--- src/rtl/mips_ctrl_pkg.sv ---
// Shared types and encodings for the multicycle MIPS-style controller:
// state enum, opcodes, datapath mux encodings and the per-state control decode.
package mips_ctrl_pkg;

    typedef enum logic [3:0] {
        S_IDLE   = 4'd0,
        S_FETCH  = 4'd1,
        S_DECODE = 4'd2,
        S_MEMADR = 4'd3,
        S_MEMRD  = 4'd4,
        S_MEMWB  = 4'd5,
        S_MEMWR  = 4'd6,
        S_EXEC   = 4'd7,
        S_ALUWB  = 4'd8,
        S_BRANCH = 4'd9,
        S_JUMP   = 4'd10
    } state_t;

    localparam logic [5:0] OP_RTYPE = 6'b000000;
    localparam logic [5:0] OP_LW    = 6'b100011;
    localparam logic [5:0] OP_SW    = 6'b101011;
    localparam logic [5:0] OP_BEQ   = 6'b000100;
    localparam logic [5:0] OP_J     = 6'b000010;

    localparam logic [1:0] ALUOP_ADD   = 2'b00;
    localparam logic [1:0] ALUOP_SUB   = 2'b01;
    localparam logic [1:0] ALUOP_FUNCT = 2'b10;

    localparam logic [1:0] SRCB_B       = 2'b00;
    localparam logic [1:0] SRCB_FOUR    = 2'b01;
    localparam logic [1:0] SRCB_IMM     = 2'b10;
    localparam logic [1:0] SRCB_IMM_SH2 = 2'b11;

    localparam logic [1:0] PCSRC_ALU    = 2'b00;
    localparam logic [1:0] PCSRC_ALUOUT = 2'b01;
    localparam logic [1:0] PCSRC_JUMP   = 2'b10;

    typedef struct packed {
        logic       pc_write;
        logic       pc_write_cond;
        logic       i_or_d;
        logic       mem_read;
        logic       mem_write;
        logic       mem_to_reg;
        logic       reg_dst;
        logic       reg_write;
        logic       alu_src_a;
        logic [1:0] alu_src_b;
        logic [1:0] alu_op;
        logic [1:0] pc_source;
    } ctrl_t;

    // Moore decode; the FETCH ready-qualified strobes are added in the top.
    function automatic ctrl_t state_ctrl(state_t s);
        ctrl_t c;
        c = '0;
        case (s)
            S_FETCH: begin
                c.mem_read  = 1'b1;
                c.alu_src_b = SRCB_FOUR;
                c.alu_op    = ALUOP_ADD;
                c.pc_source = PCSRC_ALU;
            end
            S_DECODE: c.alu_src_b = SRCB_IMM_SH2;
            S_MEMADR: begin
                c.alu_src_a = 1'b1;
                c.alu_src_b = SRCB_IMM;
            end
            S_MEMRD: begin
                c.mem_read = 1'b1;
                c.i_or_d   = 1'b1;
            end
            S_MEMWB: begin
                c.reg_write  = 1'b1;
                c.mem_to_reg = 1'b1;
            end
            S_MEMWR: begin
                c.mem_write = 1'b1;
                c.i_or_d    = 1'b1;
            end
            S_EXEC: begin
                c.alu_src_a = 1'b1;
                c.alu_src_b = SRCB_B;
                c.alu_op    = ALUOP_FUNCT;
            end
            S_ALUWB: begin
                c.reg_write = 1'b1;
                c.reg_dst   = 1'b1;
            end
            S_BRANCH: begin
                c.alu_src_a     = 1'b1;
                c.alu_src_b     = SRCB_B;
                c.alu_op        = ALUOP_SUB;
                c.pc_write_cond = 1'b1;
                c.pc_source     = PCSRC_ALUOUT;
            end
            S_JUMP: begin
                c.pc_write  = 1'b1;
                c.pc_source = PCSRC_JUMP;
            end
            default: c = '0;
        endcase
        return c;
    endfunction

    function automatic logic op_known(logic [5:0] op);
        return (op == OP_RTYPE) || (op == OP_LW) || (op == OP_SW) ||
               (op == OP_BEQ) || (op == OP_J);
    endfunction

endpackage

--- src/rtl/multicycle_controller.sv ---
// Multicycle MIPS-style control FSM: state register, next-state logic and a
// registered Moore output decoder, with optional memory-ready handshaking.
//
// state  | meaning
// IDLE   | post-reset, all controls off
// FETCH  | read instruction at PC, PC+4 on ready
// DECODE | register read, branch target precompute
// MEMADR | load/store address computation
// MEMRD  | data memory read, held until ready
// MEMWB  | write loaded data to rt
// MEMWR  | data memory write, held until ready
// EXEC   | R-type ALU operation
// ALUWB  | write ALU result to rd
// BRANCH | beq compare, conditional PC load
// JUMP   | unconditional PC load from jump target
module multicycle_controller #(
    parameter int unsigned MEM_HANDSHAKE = 1
) (
    input  logic       clk,
    input  logic       rst_n,
    input  logic [5:0] Op,
    input  logic       mem_ready,
    output logic       PCWrite,
    output logic       PCWriteCond,
    output logic       IorD,
    output logic       MemRead,
    output logic       MemWrite,
    output logic       IRWrite,
    output logic       MemtoReg,
    output logic       RegDst,
    output logic       RegWrite,
    output logic       ALUSrcA,
    output logic [1:0] ALUSrcB,
    output logic [1:0] ALUOp,
    output logic [1:0] PCSource,
    output logic       illegal_op,
    output logic [3:0] state
);
    import mips_ctrl_pkg::*;

    state_t state_q;
    state_t state_nxt;
    ctrl_t  ctrl_q;
    logic   illegal_q;
    logic   ready;
    logic   in_fetch;

    assign ready    = (MEM_HANDSHAKE == 0) ? 1'b1 : mem_ready;
    assign in_fetch = (state_q == S_FETCH);

    always_comb begin
        state_nxt = state_q;
        case (state_q)
            S_IDLE:   state_nxt = S_FETCH;
            S_FETCH:  if (ready) state_nxt = S_DECODE;
            S_DECODE: begin
                case (Op)
                    OP_LW, OP_SW: state_nxt = S_MEMADR;
                    OP_RTYPE:     state_nxt = S_EXEC;
                    OP_BEQ:       state_nxt = S_BRANCH;
                    OP_J:         state_nxt = S_JUMP;
                    default:      state_nxt = S_FETCH;
                endcase
            end
            // Anything other than a store is treated as a read: reads have no side effect.
            S_MEMADR: state_nxt = (Op == OP_SW) ? S_MEMWR : S_MEMRD;
            S_MEMRD:  if (ready) state_nxt = S_MEMWB;
            S_MEMWR:  if (ready) state_nxt = S_FETCH;
            S_EXEC:   state_nxt = S_ALUWB;
            S_MEMWB, S_ALUWB, S_BRANCH, S_JUMP: state_nxt = S_FETCH;
            default:  state_nxt = S_IDLE;
        endcase
    end

    always_ff @(posedge clk or negedge rst_n) begin
        if (!rst_n) begin
            state_q   <= S_IDLE;
            ctrl_q    <= '0;
            illegal_q <= 1'b0;
        end else begin
            state_q   <= state_nxt;
            ctrl_q    <= state_ctrl(state_nxt);
            illegal_q <= (state_q == S_DECODE) && !op_known(Op);
        end
    end

    // IR load and PC+4 fire only on the accepting FETCH cycle.
    assign IRWrite     = in_fetch & ready;
    assign PCWrite     = ctrl_q.pc_write | (in_fetch & ready);
    assign PCWriteCond = ctrl_q.pc_write_cond;
    assign IorD        = ctrl_q.i_or_d;
    assign MemRead     = ctrl_q.mem_read;
    assign MemWrite    = ctrl_q.mem_write;
    assign MemtoReg    = ctrl_q.mem_to_reg;
    assign RegDst      = ctrl_q.reg_dst;
    assign RegWrite    = ctrl_q.reg_write;
    assign ALUSrcA     = ctrl_q.alu_src_a;
    assign ALUSrcB     = ctrl_q.alu_src_b;
    assign ALUOp       = ctrl_q.alu_op;
    assign PCSource    = ctrl_q.pc_source;
    assign illegal_op  = illegal_q;
    assign state       = state_q;

endmodule

--- config.mk ---
export PLATFORM = sky130hd
export DESIGN_NAME = multicycle_controller
export DESIGN_NICKNAME = d
export VERILOG_FILES = /design/src/rtl/mips_ctrl_pkg.sv /design/src/rtl/multicycle_controller.sv
export SDC_FILE = /design/constraint.sdc
export NUM_CORES = 1
export LEC_CHECK = 0
export BUFFER_PORTS_ARGS = -buffer_cell sky130_fd_sc_hd__buf_2
export CAP_MARGIN = 20
export CORE_MARGIN = 2
export CORE_UTILIZATION = 38
export CTS_CLUSTER_DIAMETER = 50
export DETAILED_ROUTE_END_ITERATION = 16
export MAX_ROUTING_LAYER = met4
export PLACE_DENSITY_LB_ADDON = 0.25
export SYNTH_ARGS = -nofsm -noshare
export SYNTH_HDL_FRONTEND = slang
export SYNTH_SLANG_ARGS = --single-unit
--- constraint.sdc ---
create_clock -name clk -period 1.55 [get_ports clk]
set_input_delay 0.31 -clock clk [delete_from_list [all_inputs] [get_ports clk]]
set_output_delay 0.31 -clock clk [all_outputs]
set_load 0.01 [all_outputs]
==> flow_summary.yaml, run 1 <==
route:
  vias: 794
  drt_iter0_drc: 11
  avgViaCountPerCell: 4.994
  drt_wl_total_um: 2110
  drtPass1Iterations: 4
  avgRoutedWirePerCell_um: 13.27
  route.detailed.drc: 0
  ant_nets: 0
sta:
  worst_slew_pin_slew_ns: 0.5246
  final-max-slew-violation-count: 0
  final_period_minus_worst_setup_slack_ns: 1.750
  max_slew_margin_vs_limit_pct: 64.65
  finalSetupViolCount: 13
  grt_setup_unrepaired: "true"
  period_share_pct: 112.9
  fin_skew_ns: 0.003573
  final.setup.worst_slack_ns: -0.2001
  timing_hold_violations_final: 0
  timing.hold.ws_ns: 0.3062
  max_freq_ghz: 0.5714
layout:
  layout_commonest_cell: "sky130_fd_sc_hd__buf_2"
  area_growth_syn_to_layout_pct: 52.91
  fraction_of_layout_cells_with_a_size_suffix_above_1_pct: 56.06
  final_area_um2: 1247
  layout_fillers: 177
  antenna_cells: 0
  finalNonFillerCells: 159
  layout.nets: 142
  multi_input_comb_area_um2: 386.6
  most-common-layout-cells: "29 x sky130_fd_sc_hd__buf_2, 18 x sky130_fd_sc_hd__buf_4, 16 x sky130_fd_sc_hd__dfrtp_1"
  ff_latch_area_um2: 426.7
grt:
  maximum_number_of_pins_on_one_net_before_global_route_repair: 18
  grtUsageTotal_pct: 18.53
  via_count_of_the_first_global_routing_pass: 809
  grt_antenna_before_repair: 0
  grt_pass1_wl_um: 3408
  grt_overflow_total: 0
clock_tree:
  cts.reportedPaths.clkPinSlew_ns: 0.09
  cts-buffers-inserted: 3
  clock_path_buffers: 2
  clock_sinks: 17
  tritoncts: "done"
  cts_root_buf: "sky130_fd_sc_hd__clkbuf_4"
  htree_levels: 1
  clock_insertion_delay_worst_skew_ns: 0.28
worst_setup_path:
  endpoint_kind: "flip-flop"
  crit_chain: "buf_4 -> buf_4 -> nor2_1 -> nand3_1 -> o31a_2 -> nand2_1 -> o21ai_0"
  critPathMaxFanout: 6
  timing.critical_path.slowest_cell_delay_ns: 0.44
  timing.critical_path.slowest_stage_cell: "sky130_fd_sc_hd__dfrtp_2"
  critical_path_type: "reg2reg"
  worst_path_most_repeated_cell: "sky130_fd_sc_hd__buf_4"
  arrival_ns: 1.90
  startpoint_type: "flip-flop"
  worstPathBufferInverterCount: 2
  timing.critical_path.required_ns: 1.70
  crit_family: "compound AO/OA/AOI/OAI gates"
floorplanning:
  fp.dieArea_um2: 2534
  dieWidth_um: 50.34
  rows: 16
  start_util_pct: 40.75
  die_h_um: 50.34
  placeableCoreArea_um2: 2002
  boundaryPins: 30
place:
  placedCellCount: 147
  placement.cell_area_um2: 1094
  hpwl_um: 1463
  io_buffer_count: 29
  routabilityCongestion: 0.8425
synth:
  syn-mean-instance-area_um2: 10.20
  syn-instance-count: 80
  synth_enable_flop_cells: 0
  synth_seq_area_share_pct: 52.15
  netlist_area_um2: 815.8
  postSynth.asyncResetShare_pct: 100.0
  yosys_register_bits: 17
  mappedNetlistNets: 89
  synth_top_flop_cell: "sky130_fd_sc_hd__dfrtp_1"
  yosys_warnings: 0
  yosysUniqueCellTypes: 34
outcome:
  violations: "setup timing"
  status: "finished with violations"
job:
  maxCapViolCount: 0
hold_path:
  hold_class: "in2reg"
pwr:
  overall_power_after_layout_mw: 1.940
  peakVddDrop_v: 0.001095
  power_density_nw_per_um2: 1555
  leak_pwr_nw: 0.6855
[area by class of cell]
class | count | share of cell area, %
Sequential cell | 17 | 34.20
Clock buffer | 4 | 2.106
Tap cell | 27 | 2.708
Inverter | 7 | 2.207
Multi-Input combinational cell | 51 | 30.99
Timing Repair Buffer | 53 | 27.78
[cells in the mapped netlist (all sizes together), types with 3 or more instances]
master	instances	share of area [%]
dfrtp	17	52
nor2	8	3.7
inv	6	2.8
a21oi	5	3.5
nand2	5	2.3
buf	4	4.1
o21ai	4	2.9
and2	3	2.5
nand3	3	1.8
[logic make-up (layout without fill, tap and decap cells)]
kind of cell           after synthesis  in the layout  share of synthesized area, %
AND/OR/NAND/NOR                     32             32                         23.01
flip-flops                          17             17                         52.15
XOR/XNOR                             1              1                         1.074
buffers and inverters               12             64                         7.974
AO/OA/AOI/OAI                       17             17                         14.57
multiplexers                         1              1                         1.227
[worst min-delay path: stages]
cell and delay (ns):
sky130_fd_sc_hd__buf_2 0.13, sky130_fd_sc_hd__nand2_1 0.07, sky130_fd_sc_hd__a21oi_1 0.05
[where the power goes]
part / internal [mW] / switching (mW)
combinational: 0.532 / 0.563
clock: 0.0998 / 0.122
sequential: 0.561 / 0.0621
total: 1.19 / 0.748
[what timing repair did]
item	CTS	global route
gates resized for setup	14	4
endpoints found under the setup margin	9	14
pin swaps	4	1
hold buffers	1	0
hold endpoints to repair	17	0
buffers inserted	6	1
[metrics by stage]
stage	utilization [%]	setup slack, ns	TNS [ns]
6_report	62.31	-0.2001	-1.500
5_1_grt	62.31	-0.2822	-2.391
4_1_cts	61.44	-0.1926	-1.156
3_3_place_gp	54.63	-0.3621	-2.801
2_1_floorplan	-	-0.2129	-1.132
3_5_place_dp	54.63	-0.4196	-3.042
[path summary, 6_finish.rpt]
path | from | end | slack, ns | cells after the start
setup / recovery | state[0]$_DFF_PN0_ | ALUSrcB[0]$_DFF_PN0_ | -0.20 | 7
hold / removal | Op[2] | illegal_op$_DFF_PN0_ | 0.31 | 3
setup reg to reg | state[0]$_DFF_PN0_ | ALUSrcB[0]$_DFF_PN0_ | -0.20 | 7
hold reg to reg | state[2]$_DFF_PN0_ | state[0]$_DFF_PN0_ | 0.77 | 2
max in group asynchronous | rst_n | state[0]$_DFF_PN0_ | 0.79 | 2
min in group asynchronous | rst_n | RegDst$_DFF_PN0_ | 0.47 | 2
[routing by layer]
| layer | vias up | track usage, % | routed length [um] |
|---|---|---|---|
| li1 | 381 | - | - |
| met1 | 380 | 18.70 | 820 |
| met3 | 4 | 5.952 | 111 |
| met4 | 0 | 6.306 | 23 |
| met2 | 29 | 33.55 | 1155 |
| met5 | - | - | 0 |
[sequential cells by signal, summed over array words and instances (netlist names)]
name         flops
illegal_op       1
MemtoReg         1
RegDst           1
MemWrite         1
ALUOp            1
ALUSrcA          1
ALUSrcB          2
state            4
MemRead          1
RegWrite         1
PCSource         1
PCWriteCond      1
IorD             1
No activity file was read; power rests on OpenSTA's default activity.
==> run 2: changes to the inputs <==
--- a/config.mk
+++ b/config.mk
@@ -13,6 +13,7 @@
 export DETAILED_ROUTE_END_ITERATION = 16
 export MAX_ROUTING_LAYER = met4
 export PLACE_DENSITY_LB_ADDON = 0.25
+export RECOVER_POWER = 100
 export SYNTH_ARGS = -nofsm -noshare
 export SYNTH_HDL_FRONTEND = slang
 export SYNTH_SLANG_ARGS = --single-unit
==> run 2 against run 1 <==
  * Hold slack unchanged
  * The flow still finishes with violations (setup timing)
  * Sequential cell count did not move
  * Die area unchanged
  * Largest power group unchanged
  * Register-to-register slack about the same
  * First-iteration DRC count is the same
  * Clock power barely moved
  * Cell count stayed put
  * Critical path type unchanged
  * Utilization shrank 0.062 points
  * Routed wire length did not move
  * Sequential power is essentially flat
  * Maximum frequency stayed put
==> flow_summary.yaml, run 2 (synthesized netlist as in run 1, its figures left out) <==
route:
  drtPass1Iterations: 4
  drt_iter0_drc: 11
  ant_nets: 0
  route.detailed.drc: 0
  vias: 793
  avgViaCountPerCell: 4.987
  avgRoutedWirePerCell_um: 13.27
  drt_wl_total_um: 2110
place:
  io_buffer_count: 29
  routabilityCongestion: 0.8425
  hpwl_um: 1463
worst_setup_path:
  timing.critical_path.slowest_cell_delay_ns: 0.44
  worstPathBufferInverterCount: 2
  timing.critical_path.required_ns: 1.70
  rr_endpoint: "ALUSrcB[0]$_DFF_PN0_"
  crit_chain: "buf_4 -> buf_4 -> nor2_1 -> nand3_1 -> o31a_2 -> nand2_1 -> o21ai_0"
  startpoint_type: "flip-flop"
  timing.critical_path.slowest_stage_cell: "sky130_fd_sc_hd__dfrtp_2"
  arrival_ns: 1.90
  crit-reg2reg-launch: "state[0]$_DFF_PN0_"
  critical_path_type: "reg2reg"
  critPathMaxFanout: 6
  worst_path_most_repeated_cell: "sky130_fd_sc_hd__buf_4"
  timing.reg2reg.setup_slack_ns: -0.20
  crit_family: "compound AO/OA/AOI/OAI gates"
  endpoint_kind: "flip-flop"
  worstRegToRegCells: 7
floorplanning:
  die_h_um: 50.34
  placeableCoreArea_um2: 2002
  boundaryPins: 30
  dieWidth_um: 50.34
  start_util_pct: 40.75
  fp.dieArea_um2: 2534
  rows: 16
grt:
  grt_antenna_before_repair: 0
  grt_pass1_wl_um: 3408
  via_count_of_the_first_global_routing_pass: 809
  grt_overflow_total: 0
  maximum_number_of_pins_on_one_net_before_global_route_repair: 18
  grtUsageTotal_pct: 18.53
layout:
  largest_reg_flops: 4
  most-common-layout-cells: "28 x sky130_fd_sc_hd__buf_2, 18 x sky130_fd_sc_hd__buf_4, 16 x sky130_fd_sc_hd__dfrtp_1"
  fraction_of_layout_cells_with_a_size_suffix_above_1_pct: 55.30
  antenna_cells: 0
  layout_commonest_cell: "sky130_fd_sc_hd__buf_2"
  final_core_utilization_pct: 62.25
  layout_fillers: 178
  layout.nets: 142
  area_growth_syn_to_layout_pct: 52.76
pwr:
  switching_share_pct: 38.55
  peakVddDrop_v: 0.001095
  clk_network_pwr_share_pct: 11.5
  power.share.sequential_pct: 32.1
  power_report.internal_total_mw: 1.192
  power_share_of_the_combinational_group_pct: 56.4
  total_switching_power_mw: 0.7477
  leak_pwr_nw: 0.6827
  power_density_nw_per_um2: 1556
sta:
  grt_setup_unrepaired: "true"
  timing_hold_violations_final: 0
  final-max-slew-violation-count: 0
  final.setup.worst_slack_ns: -0.2001
  fin_skew_ns: 0.003573
  max_freq_ghz: 0.5714
  worst_slew_pin_slew_ns: 0.8866
  max_slew_margin_vs_limit_pct: 40.89
  period_share_pct: 112.9
  final_period_minus_worst_setup_slack_ns: 1.750
  finalSetupViolCount: 13
  timing.hold.ws_ns: 0.3062
outcome:
  status: "finished with violations"
  violations: "setup timing"
clock_tree:
  cts_root_buf: "sky130_fd_sc_hd__clkbuf_4"
  cts-buffers-inserted: 3
  clock_insertion_delay_worst_skew_ns: 0.28
  cts.reportedPaths.clkPinSlew_ns: 0.09
  tritoncts: "done"
  clock_path_buffers: 2
  clock_sinks: 17
  htree_levels: 1
hold_path:
  hold_path_end: "illegal_op$_DFF_PN0_"
  timing.hold.worst.start: "Op[2]"
  cell_count_of_the_worst_hold_path: 3
  hold_class: "in2reg"
job:
  maxCapViolCount: 0
==> run 2: routing by layer <==
layer / GRT usage, % / routed length [um]
met1: 18.70 / 818
met2: 33.55 / 1156
met3: 5.952 / 111
met4: 6.306 / 23
met5: - / 0
==> run 2: repair_timing <==
| action | 4_1_cts | 5_1_grt |
|---|---|---|
| gates cloned | 0 | 0 |
| hold buffers | 1 | 0 |
| setup buffers | 6 | 1 |
| gates resized for setup | 14 | 4 |
| endpoints found under the hold margin | 17 | 0 |
| setup endpoints to repair | 9 | 14 |
| pin swaps | 4 | 1 |
==> run 2: worst max path at each step <==
stage,start,slack [ns],cells after the start,to
2_1_floorplan,Op[0],-0.21,6,MemRead$_DFF_PN0_
3_3_place_gp,Op[0],-0.36,7,MemRead$_DFF_PN0_
3_5_place_dp,Op[0],-0.42,6,ALUSrcB[0]$_DFF_PN0_
4_1_cts,state[1]$_DFF_PN0_,-0.19,6,PCWrite
5_1_grt,state[1]$_DFF_PN0_,-0.28,6,PCWrite
6_report,state[0]$_DFF_PN0_,-0.20,7,ALUSrcB[0]$_DFF_PN0_
==> run 2: power by group through the flow <==
stage	logic [mW]	clock network, mW	registers, mW
floorplan	0.487	0	0.675
global placement	0.798	0	0.641
detailed placement	0.822	0	0.639
CTS	1.04	0.234	0.619
global route	1.18	0.253	0.637
finish	1.09	0.222	0.623
==> run 2: final cells by class <==
type	count	area, um^2	area share [%]
timing repair buffer	53	345.3	27.71
inverter	7	27.53	2.209
multi-input combinational	51	386.6	31.02
tap	27	33.78	2.711
clock buffer	4	26.28	2.108
sequential	17	426.7	34.24
==> run 2: worst reg2reg max path, cell delays in order (launching register included) <==
cell and delay, ns:
sky130_fd_sc_hd__dfrtp_2 0.44, sky130_fd_sc_hd__buf_4 0.14, sky130_fd_sc_hd__buf_4 0.14, sky130_fd_sc_hd__nor2_1 0.16
sky130_fd_sc_hd__nand3_1 0.15, sky130_fd_sc_hd__o31a_2 0.36, sky130_fd_sc_hd__nand2_1 0.11, sky130_fd_sc_hd__o21ai_0 0.12
==> run 2: metrics by stage <==
| step | power, mW | std cells | TNS [ns] | setup slack, ns | instance area, um^2 |
|---|---|---|---|---|---|
| 2_1_floorplan | 1.162 | 80 | -1.132 | -0.2129 | 842.1 |
| 3_3_place_gp | 1.439 | 147 | -2.801 | -0.3621 | 1094 |
| 3_5_place_dp | 1.461 | 147 | -3.042 | -0.4196 | 1094 |
| 4_1_cts | 1.890 | 158 | -1.156 | -0.1926 | 1230 |
| 5_1_grt | 2.071 | 159 | -2.391 | -0.2822 | 1246 |
| 6_report | 1.940 | 159 | -1.500 | -0.2001 | 1246 |
